--- src/rtl/uart_receiver.sv ---
// 8N1 UART receiver: two-flop input synchronizer, mid-bit sampling FSM,
// single-cycle valid / framing-error strobes and a break hold state.
module uart_receiver #(
  parameter int unsigned CLKS_PER_BIT = 16
) (
  input  logic       clk,
  input  logic       i_reset,
  input  logic       i_rx,
  output logic [7:0] o_data,
  output logic       o_valid,
  output logic       o_framing_error,
  output logic       o_busy
);

  localparam int unsigned CNT_W = $clog2(CLKS_PER_BIT);
  localparam logic [CNT_W-1:0] HALF_M1 = CNT_W'(CLKS_PER_BIT / 2 - 1);
  localparam logic [CNT_W-1:0] FULL_M1 = CNT_W'(CLKS_PER_BIT - 1);

  typedef enum logic [2:0] {
    S_IDLE,
    S_START,
    S_DATA,
    S_STOP,
    S_BREAK
  } state_e;

  state_e           state_q;
  logic [CNT_W-1:0] cnt_q;
  logic [2:0]       idx_q;
  logic [7:0]       shift_q;
  logic             rx_meta_q;
  logic             rx_s_q;

  // Both flops reset to the idle-high level so release never looks like a start edge.
  always_ff @(posedge clk or negedge i_reset) begin
    if (!i_reset) begin
      rx_meta_q <= 1'b1;
      rx_s_q    <= 1'b1;
    end else begin
      // NOTE: non-blocking assignments keep the two stages distinct flops;
      // blocking here would collapse the synchronizer into a single stage.
      rx_meta_q <= i_rx;
      rx_s_q    <= rx_meta_q;
    end
  end

  always_ff @(posedge clk or negedge i_reset) begin
    if (!i_reset) begin
      state_q         <= S_IDLE;
      cnt_q           <= '0;
      idx_q           <= '0;
      shift_q         <= '0;
      o_data          <= '0;
      o_valid         <= 1'b0;
      o_framing_error <= 1'b0;
    end else begin
      o_valid         <= 1'b0;
      o_framing_error <= 1'b0;
      cnt_q           <= cnt_q + 1'b1;

      unique case (state_q)
        S_IDLE: begin
          cnt_q <= '0;
          if (!rx_s_q) begin
            state_q <= S_START;
          end
        end

        // Re-check the line at mid start bit so short low glitches are dropped.
        S_START: begin
          if (cnt_q == HALF_M1) begin
            cnt_q <= '0;
            if (!rx_s_q) begin
              state_q <= S_DATA;
              idx_q   <= '0;
            end else begin
              state_q <= S_IDLE;
            end
          end
        end

        S_DATA: begin
          if (cnt_q == FULL_M1) begin
            cnt_q          <= '0;
            shift_q[idx_q] <= rx_s_q;
            if (idx_q == 3'd7) begin
              state_q <= S_STOP;
            end else begin
              idx_q <= idx_q + 3'd1;
            end
          end
        end

        S_STOP: begin
          if (cnt_q == FULL_M1) begin
            cnt_q <= '0;
            if (rx_s_q) begin
              o_data  <= shift_q;
              o_valid <= 1'b1;
              state_q <= S_IDLE;
            end else begin
              o_framing_error <= 1'b1;
              state_q         <= S_BREAK;
            end
          end
        end

        // A line held low after a bad stop bit must not decode as new frames.
        S_BREAK: begin
          cnt_q <= '0;
          if (rx_s_q) begin
            state_q <= S_IDLE;
          end
        end

        default: begin
          cnt_q   <= '0;
          state_q <= S_IDLE;
        end
      endcase
    end
  end

  assign o_busy = (state_q != S_IDLE);

endmodule

--- config.mk ---
export PLATFORM = sky130hd
export DESIGN_NAME = uart_receiver
export DESIGN_NICKNAME = d
export VERILOG_FILES = /design/src/rtl/uart_receiver.sv
export SDC_FILE = /design/constraint.sdc
export NUM_CORES = 1
export LEC_CHECK = 0
export BUFFER_PORTS_ARGS = -buffer_cell sky130_fd_sc_hd__clkbuf_2
export CAP_MARGIN = 20
export CELL_PAD_IN_SITES_DETAIL_PLACEMENT = 1
export CELL_PAD_IN_SITES_GLOBAL_PLACEMENT = 2
export CORE_UTILIZATION = 39
export CTS_CLUSTER_SIZE = 28
export DETAILED_ROUTE_END_ITERATION = 6
export PLACE_DENSITY_LB_ADDON = 0.1
export SLEW_MARGIN = 20
export SYNTH_ARGS = -nofsm -noshare
export SYNTH_HDL_FRONTEND = slang
export SYNTH_SLANG_ARGS = --single-unit
export TNS_END_PERCENT = 20
--- constraint.sdc ---
create_clock -name clk -period 2.45 [get_ports clk]
set_clock_uncertainty 0.2 [all_clocks]
set_input_delay 0.49 -clock clk [delete_from_list [all_inputs] [get_ports clk]]
set_output_delay 0.49 -clock clk [all_outputs]
set_load 0.02 [all_outputs]
==> results.toml, run 1 <==
[power]
irDropWorstVdd_mv = 0.370
internal_power_uw = 822
p_sw_uw = 379
switching_share = 0.316
leakagePower_uw = 0.000762
power.density_mw_per_mm2 = 786
combinationalPowerShare = 0.215
fin_total_pwr_uw = 1200
power.share.sequential = 0.532
clkPwrFrac = 0.253

[critical_path]
crit_start = "state_q[2]"
path_max_fanout = 9
cp.required_ns = 1.76
crit_path_start_kind = "flop"
critPathKind = "reg -> out"
worst-r2r-setup-slack_ns = 0.32
cp_data_arrival_time_ns = 1.55
cp-end-kind = "primary output"
rr_startpoint = "cnt_q[0]"

[timing]
rsz0062_at_grt = "no"
clock.fmax_mhz = 446
finalSetupViolCount = 0
tightestPinTransition_ns = 0.727
fin_crit_ns = 2.24
setup_tns_ns = 0
slew_viol_final = 0
relSlewSlack = 0.515
timing.final.hold_violations = 0
period_share = 0.915

[place]
numPortBuffers = 13
dpl-instance-area_mm2 = 0.00147
place_inst = 161
place_congestion = 0.667
dp_hpwl_um = 1760

[routing]
route.detailed.drc = 0
drt_iter0_drc = 26
wl_per_cell_um = 14.9
num_vias = 878
routed_wl_um = 2520
first_pass_iters = 2
ant_nets = 0
routed_via_density = 5.20

[synthesis]
synth_area_leaders = "dfrtp_1 (52%), mux2_4 (8.8%), mux2_2 (5.8%), dfstp_2 (3.9%), ha_1 (2.8%)"
postSynthCellCount = 104
synth_edf_count = 0
synth_top_cell_area_share = 0.516
synth-main-ff-cell = "dfrtp_1"
synth_fp_nets = 110
avgSynthCellArea_um2 = 13.1
synth-seq-cells = 30
yosysMostFrequentCell = "dfrtp_1"
synth_common_cells = "dfrtp_1 (28), mux2_4 (8), mux2_2 (7), nor2_1 (7)"
ys_types = 35
synthArstFlopShare = 1.00
synth_top_cell_by_area = "dfrtp_1"
ys_warn_count = 0
synth_area_mm2 = 0.00136
ys_seq_area_frac = 0.555

[layout]
area_growth_pct = 12.5
fin_nets = 128
stdcell_area_mm2 = 0.00153
num_antenna_cells = 0
fin_cells = 169
layout-drive-gt1-share = 0.350

[global_route]
grt_usage = 0.158
antenna_found_initial = 0
grt_max_degree = 31
grt_pass1_wl_um = 4110
grt-ovfl-total = 0
grt_pass1_vias = 844

[worst_hold_path]
hold_class = "in -> async"

[floorplan]
rows = 21
coreArea_mm2 = 0.00334
dieArea_mm2 = 0.00372
die_x_um = 61
start_util = 0.407
ioPinCount = 14
die_y_um = 61

[clock_network]
cts_tree = "done"
h-tree-depth = 2
clock-root-buffer = "clkbuf_4"
clock-sinks = 30
clkSlewWorstSetupHoldPaths_ns = 0.09
cts_setup_buffers = 0
clk_latency_ns = 0.33
hold_buffers = 0
cts_made_buffers = 5
cts_max_path_buffers = 2
cts.repair.resized = 0

[status]
status = "completed"

[flow_run]
drv_cap = 0
## worst paths after layout
check	endpoint	cells after the start
min in group clk	rx_meta_q	1
max in group asynchronous	shift_q[1]	1
min	cnt_q[2]	1
max	o_busy	3
min reg2reg	rx_s_q	0
max reg2reg	o_data[1]	5
## cells in the final DEF (no fill, tap or decap), types with 2 or more instances in the layout
master,count
xnor2_1,2
ha_1,3
inv_1,4
or3_1,2
dfstp_2,2
nand2b_1,3
nand4b_1,2
clkbuf_4,5
nor4_1,4
o31ai_1,2
clkbuf_1,2
nor2_1,7
nor3_1,2
o21ai_0,2
clkbuf_2,13
dfrtp_1,28
nand3_1,2
a22o_1,2
mux2_4,8
buf_4,3
mux2_2,7
nand2_1,3
## power by group through the flow
stage | Clock (µW) | Sequential, µW | Combinational [µW]
final | 304 | 640 | 258
after global routing | 330 | 653 | 291
after CTS | 320 | 642 | 264
after detailed placement | 0 | 650 | 263
after global placement | 0 | 647 | 255
after floorplan | 0 | 610 | 236
## critical path: stages, from the launching register on
cell and delay, ns:
dfrtp_1 0.50, buf_4 0.21, or3_1 0.36, clkbuf_2 0.16
## cell type report
type                            count  area [µm²]
Clock buffer                        8        58.8
Fill cell                         368        1810
Inverter                            4        15.0
Multi-Input combinational cell     65         556
Sequential cell                    30         753
Tap cell                           46        57.6
Timing Repair Buffer               16        87.6
## per-stage QoR
stage | util | worst slack [ns] | hold WS [ns]
6_report | 0.458 | 0.209 | 0.00308
5_1_grt | 0.458 | 0.148 | 0.0314
4_1_cts | 0.458 | 0.180 | 0.0223
3_5_place_dp | 0.440 | 0.304 | 0.148
3_3_place_gp | 0.440 | 0.350 | 0.149
2_1_floorplan | - | 0.489 | -0.00559
## sequential cells by signal (all words and copies together), names as in the netlist
| register | cells |
|---|---|
| rx_meta_q | 1 |
| o_framing_error | 1 |
| o_valid | 1 |
| rx_s_q | 1 |
| o_data | 8 |
| idx_q | 3 |
| state_q | 3 |
| cnt_q | 4 |
| shift_q | 8 |
## kinds of logic after synthesis
family	Yosys count	synth area share
and+or+nand+nor	34	0.162
adders and majority gates	3	0.0277
AOI/OAI and AO/OA	10	0.0535
buffers and inverters	9	0.0359
muxes	15	0.147
DFF	30	0.555
xor gates and xnor gates	3	0.0194
## layer usage
metal	up-vias	GRT usage	part of all wire
met1	446	0.218	0.51
met4	0	0.0682	0.020
li1	411	-	-
met3	8	0.0512	0.028
met2	13	0.226	0.45
met5	-	0	0
Note: power is estimated with default switching activity, not from simulation.
==> run 2: changes to the inputs <==
Settings changed: CORE_MARGIN set to 4.
==> results.toml, run 2 (same netlist as run 1, synthesis figures left out) <==
[power]
power.share.sequential = 0.534
clkPwrFrac = 0.253
power.density_mw_per_mm2 = 785
irDropWorstVdd_mv = 0.356
combinationalPowerShare = 0.213
switching_share = 0.315
internal_power_uw = 822
leakagePower_uw = 0.000762
p_sw_uw = 378

[routing]
wl_per_cell_um = 15.1
routed_via_density = 5.18
ant_nets = 0
routed_wl_um = 2550
first_pass_iters = 4
drt_iter0_drc = 17
num_vias = 875
route.detailed.drc = 0

[timing]
finalSetupViolCount = 0
clock.fmax_mhz = 448
setup_tns_ns = 0
timing.final.hold_violations = 0
fin_crit_ns = 2.23
relSlewSlack = 0.497
rsz0062_at_grt = "no"
tightestPinTransition_ns = 0.755
period_share = 0.911
slew_viol_final = 0

[clock_network]
clkSlewWorstSetupHoldPaths_ns = 0.09
clock-sinks = 30
cts_made_buffers = 5
clock-root-buffer = "clkbuf_4"
cts_max_path_buffers = 2
cts_tree = "done"
h-tree-depth = 2
hold_buffers = 0
clk_latency_ns = 0.32
cts.repair.resized = 0
cts_setup_buffers = 0

[layout]
regArea_um2 = 753
multi_input_area_um2 = 556
final_cell_mix = "dfrtp_1 (28), clkbuf_2 (13), mux2_4 (8)"
layout-drive-gt1-share = 0.350
final_common_cell = "dfrtp_1"
fin_nets = 128
post-route-util = 0.458
nFillCells = 359
area_growth_pct = 12.5
num_antenna_cells = 0
reg.largest.list = "o_data: 8 flops, shift_q: 8 flops, cnt_q: 4 flops"

[critical_path]
cp_data_arrival_time_ns = 1.54
slowest_delay_ns = 0.50
slowest_stage = "dfrtp_1"
worst-path-buf-inv = 2
cp.required_ns = 1.76
critPathTopFamily = "flip-flops"
critPathKind = "reg -> out"
crit_path_start_kind = "flop"
cp-end-kind = "primary output"
crit_path_cell_trace = "buf_4 > or3_1 > clkbuf_2"
path_max_fanout = 9

[floorplan]
rows = 21
ioPinCount = 14
die_y_um = 67
die_x_um = 67
dieArea_mm2 = 0.00449
start_util = 0.407
coreArea_mm2 = 0.00334

[place]
dp_hpwl_um = 1810
numPortBuffers = 13
place_congestion = 0.715

[worst_hold_path]
hold_class = "in -> async"

[global_route]
grt_pass1_vias = 952
grt-ovfl-total = 0
grt_max_degree = 31
grt_pass1_wl_um = 4500
antenna_found_initial = 0
grt_usage = 0.138

[flow_run]
drv_cap = 0

[status]
status = "completed"
## run 2: final cells by class
type,instances,area share
timing repair buffer,16,0.0573
multi-input combinational,65,0.364
inverter,4,0.00983
tap,46,0.0377
sequential,30,0.493
clock buffer,8,0.0385
## run 2: per-layer routing
metal  vias to the layer above  GRT usage  routed length [µm]
li1                        412          -                   -
met1                       445      0.171                1200
met2                        13      0.211                1180
met3                         5     0.0506                  99
met4                         0     0.0684                  64
met5                         -          0                   0
## run 2: path summary, 6_finish.rpt
check                            from    endpoint  slack, ns  cells past startpoint
setup / recovery           state_q[2]      o_busy       0.22                      3
hold / removal                i_reset  state_q[2]       0.02                      1
setup reg to reg             cnt_q[0]   o_data[7]       0.31                      5
hold reg to reg             rx_meta_q      rx_s_q       0.16                      0
max in group asynchronous     i_reset  shift_q[5]       1.55                      1
min in group clk                 i_rx   rx_meta_q       0.05                      1
## run 2: power by group through the flow
stage	registers [µW]	clock network [µW]	logic [µW]
after global routing	654	346	297
after global placement	647	0	256
after detailed placement	650	0	261
after CTS	640	322	262
after floorplan	610	0	236
final	640	304	256
## run 2: stage by stage
| step | instance area, µm² | cells | power (µW) | setup slack [ns] | hold WS (ns) |
|---|---|---|---|---|---|
| after global placement | 1470 | 161 | 903 | 0.349 | 0.149 |
| final | 1530 | 169 | 1200 | 0.217 | 0.0189 |
| after floorplan | 1360 | 104 | 846 | 0.489 | -0.00559 |
| after CTS | 1530 | 169 | 1220 | 0.196 | 0.0314 |
| after global routing | 1530 | 169 | 1300 | 0.130 | 0.0206 |
| after detailed placement | 1470 | 161 | 910 | 0.297 | 0.148 |
==> run 3: changes to the inputs <==
==> constraint.sdc (replaced) <==
create_clock -name clk -period 2.45 [get_ports clk]
set_clock_uncertainty 0.2 [all_clocks]
set_input_delay 0.3675 -clock clk [delete_from_list [all_inputs] [get_ports clk]]
set_output_delay 0.3675 -clock clk [all_outputs]
set_load 0.02 [all_outputs]
==> results.toml, run 3 (same netlist as run 1, synthesis figures left out) <==
[layout]
post-route-util = 0.464
fin_nets = 130
nFillCells = 371
fin_cells = 171
reg.largest.list = "o_data: 8 flops, shift_q: 8 flops, cnt_q: 4 flops"
final_common_cell = "dfrtp_1"
final_cell_mix = "dfrtp_1 (28), clkbuf_2 (13), mux2_4 (8)"
layout-drive-gt1-share = 0.344
multi_input_area_um2 = 556
regArea_um2 = 753
area_growth_pct = 14.0
num_antenna_cells = 0

[timing]
relSlewSlack = 0.511
setup_tns_ns = 0
rsz0062_at_grt = "no"
tightestPinTransition_ns = 0.733
period_share = 0.881
setup_slack_ns = 0.292
fin_crit_ns = 2.16
clock.fmax_mhz = 463
timing.final.hold_violations = 0
slew_viol_final = 0
finalSetupViolCount = 0

[global_route]
antenna_found_initial = 0
grt_pass1_wl_um = 4370
grt_max_degree = 31
grt-ovfl-total = 0
grt_usage = 0.135
grt_pass1_vias = 914

[routing]
route.detailed.drc = 0
num_vias = 869
wl_met2_um = 1150
routed_wl_um = 2500
wl_met1_um = 1220
drt_iter0_drc = 37
routed_via_density = 5.08
ant_nets = 0
top_layer = "met4"
first_pass_iters = 2
wl_per_cell_um = 14.6
dr_wl_met3_um = 87

[status]
status = "completed"

[floorplan]
rows = 21
die_y_um = 67
die_x_um = 67
start_util = 0.407
coreArea_mm2 = 0.00334
dieArea_mm2 = 0.00449
ioPinCount = 14

[clock_network]
clkSlewWorstSetupHoldPaths_ns = 0.09
cts_max_path_buffers = 2
clock-root-buffer = "clkbuf_4"
cts_made_buffers = 5
cts.repair.resized = 0
hold_buffers = 2
clk_latency_ns = 0.32
clock-sinks = 30
cts_setup_buffers = 0
h-tree-depth = 2
cts_tree = "done"

[critical_path]
slowest_delay_ns = 0.44
endpoint = "o_data[7]"
crit_start = "cnt_q[0]"
cp-end-kind = "flop"
rr_startpoint = "cnt_q[0]"
slowest_stage = "or2_1"
cp.required_ns = 2.45
crit_path_start_kind = "flop"
path_max_fanout = 9
reg2reg_depth = 5
worst-r2r-setup-slack_ns = 0.29
cp_data_arrival_time_ns = 2.16
critPathKind = "reg -> reg"
crit_path_cell_trace = "ha_1 > and3_4 > nand4b_4 > or2_1 > mux2_4"
rr_endpoint = "o_data[7]"

[flow_run]
drv_cap = 0

[place]
dp_hpwl_um = 1790
place_inst = 161
numPortBuffers = 13
dp_slack_ns = 0.284
place_congestion = 0.749

[worst_hold_path]
hold_class = "reg -> reg"

[power]
leakagePower_uw = 0.000771
irDropWorstVdd_mv = 0.379
power.density_mw_per_mm2 = 776
==> run 3: power by group <==
group | switching, µW | internal [µW] | total [µW]
clock | 159 | 141 | 301
sequential | 79.9 | 559 | 639
combinational | 138 | 124 | 261
==> run 3: layout make-up <==
| type | count | share of cell area |
|---|---|---|
| Multi-Input combinational cell | 65 | 0.359 |
| Inverter | 4 | 0.00970 |
| Timing Repair Buffer | 18 | 0.0695 |
| Sequential cell | 30 | 0.487 |
| Tap cell | 46 | 0.0372 |
| Clock buffer | 8 | 0.0380 |
==> run 3: worst max-delay path, delay by kind of cell, from the launching register on <==
kind                     cells  cell delay, ns
AND/OR/NAND/NOR              3            0.81
multiplexers                 1            0.37
flip-flops                   1            0.39
adder cells (fa/ha/maj)      1            0.26
==> run 3: how the worst min path moves through the flow <==
| stage | start | to | depth (start not counted) |
|---|---|---|---|
| after floorplan | i_reset | cnt_q[0] | 0 |
| after global placement | rx_meta_q | rx_s_q | 0 |
| after detailed placement | rx_meta_q | rx_s_q | 0 |
| after CTS | rx_meta_q | rx_s_q | 0 |
| after global routing | rx_meta_q | rx_s_q | 0 |
| final | rx_meta_q | rx_s_q | 0 |
==> run 3: per-layer routing <==
metal,GRT usage,up-vias
li1,-,413
met2,0.199,13
met1,0.171,438
met5,0,-
met3,0.0506,5
met4,0.0684,0
==> run 3: metrics by stage <==
stage | power (µW) | area [µm²] | hold WS, ns
floorplan | 846 | 1360 | -0.128
global placement | 903 | 1470 | 0.150
detailed placement | 913 | 1470 | 0.147
CTS | 1220 | 1550 | 0.163
global route | 1290 | 1550 | 0.169
finish | 1200 | 1550 | 0.163
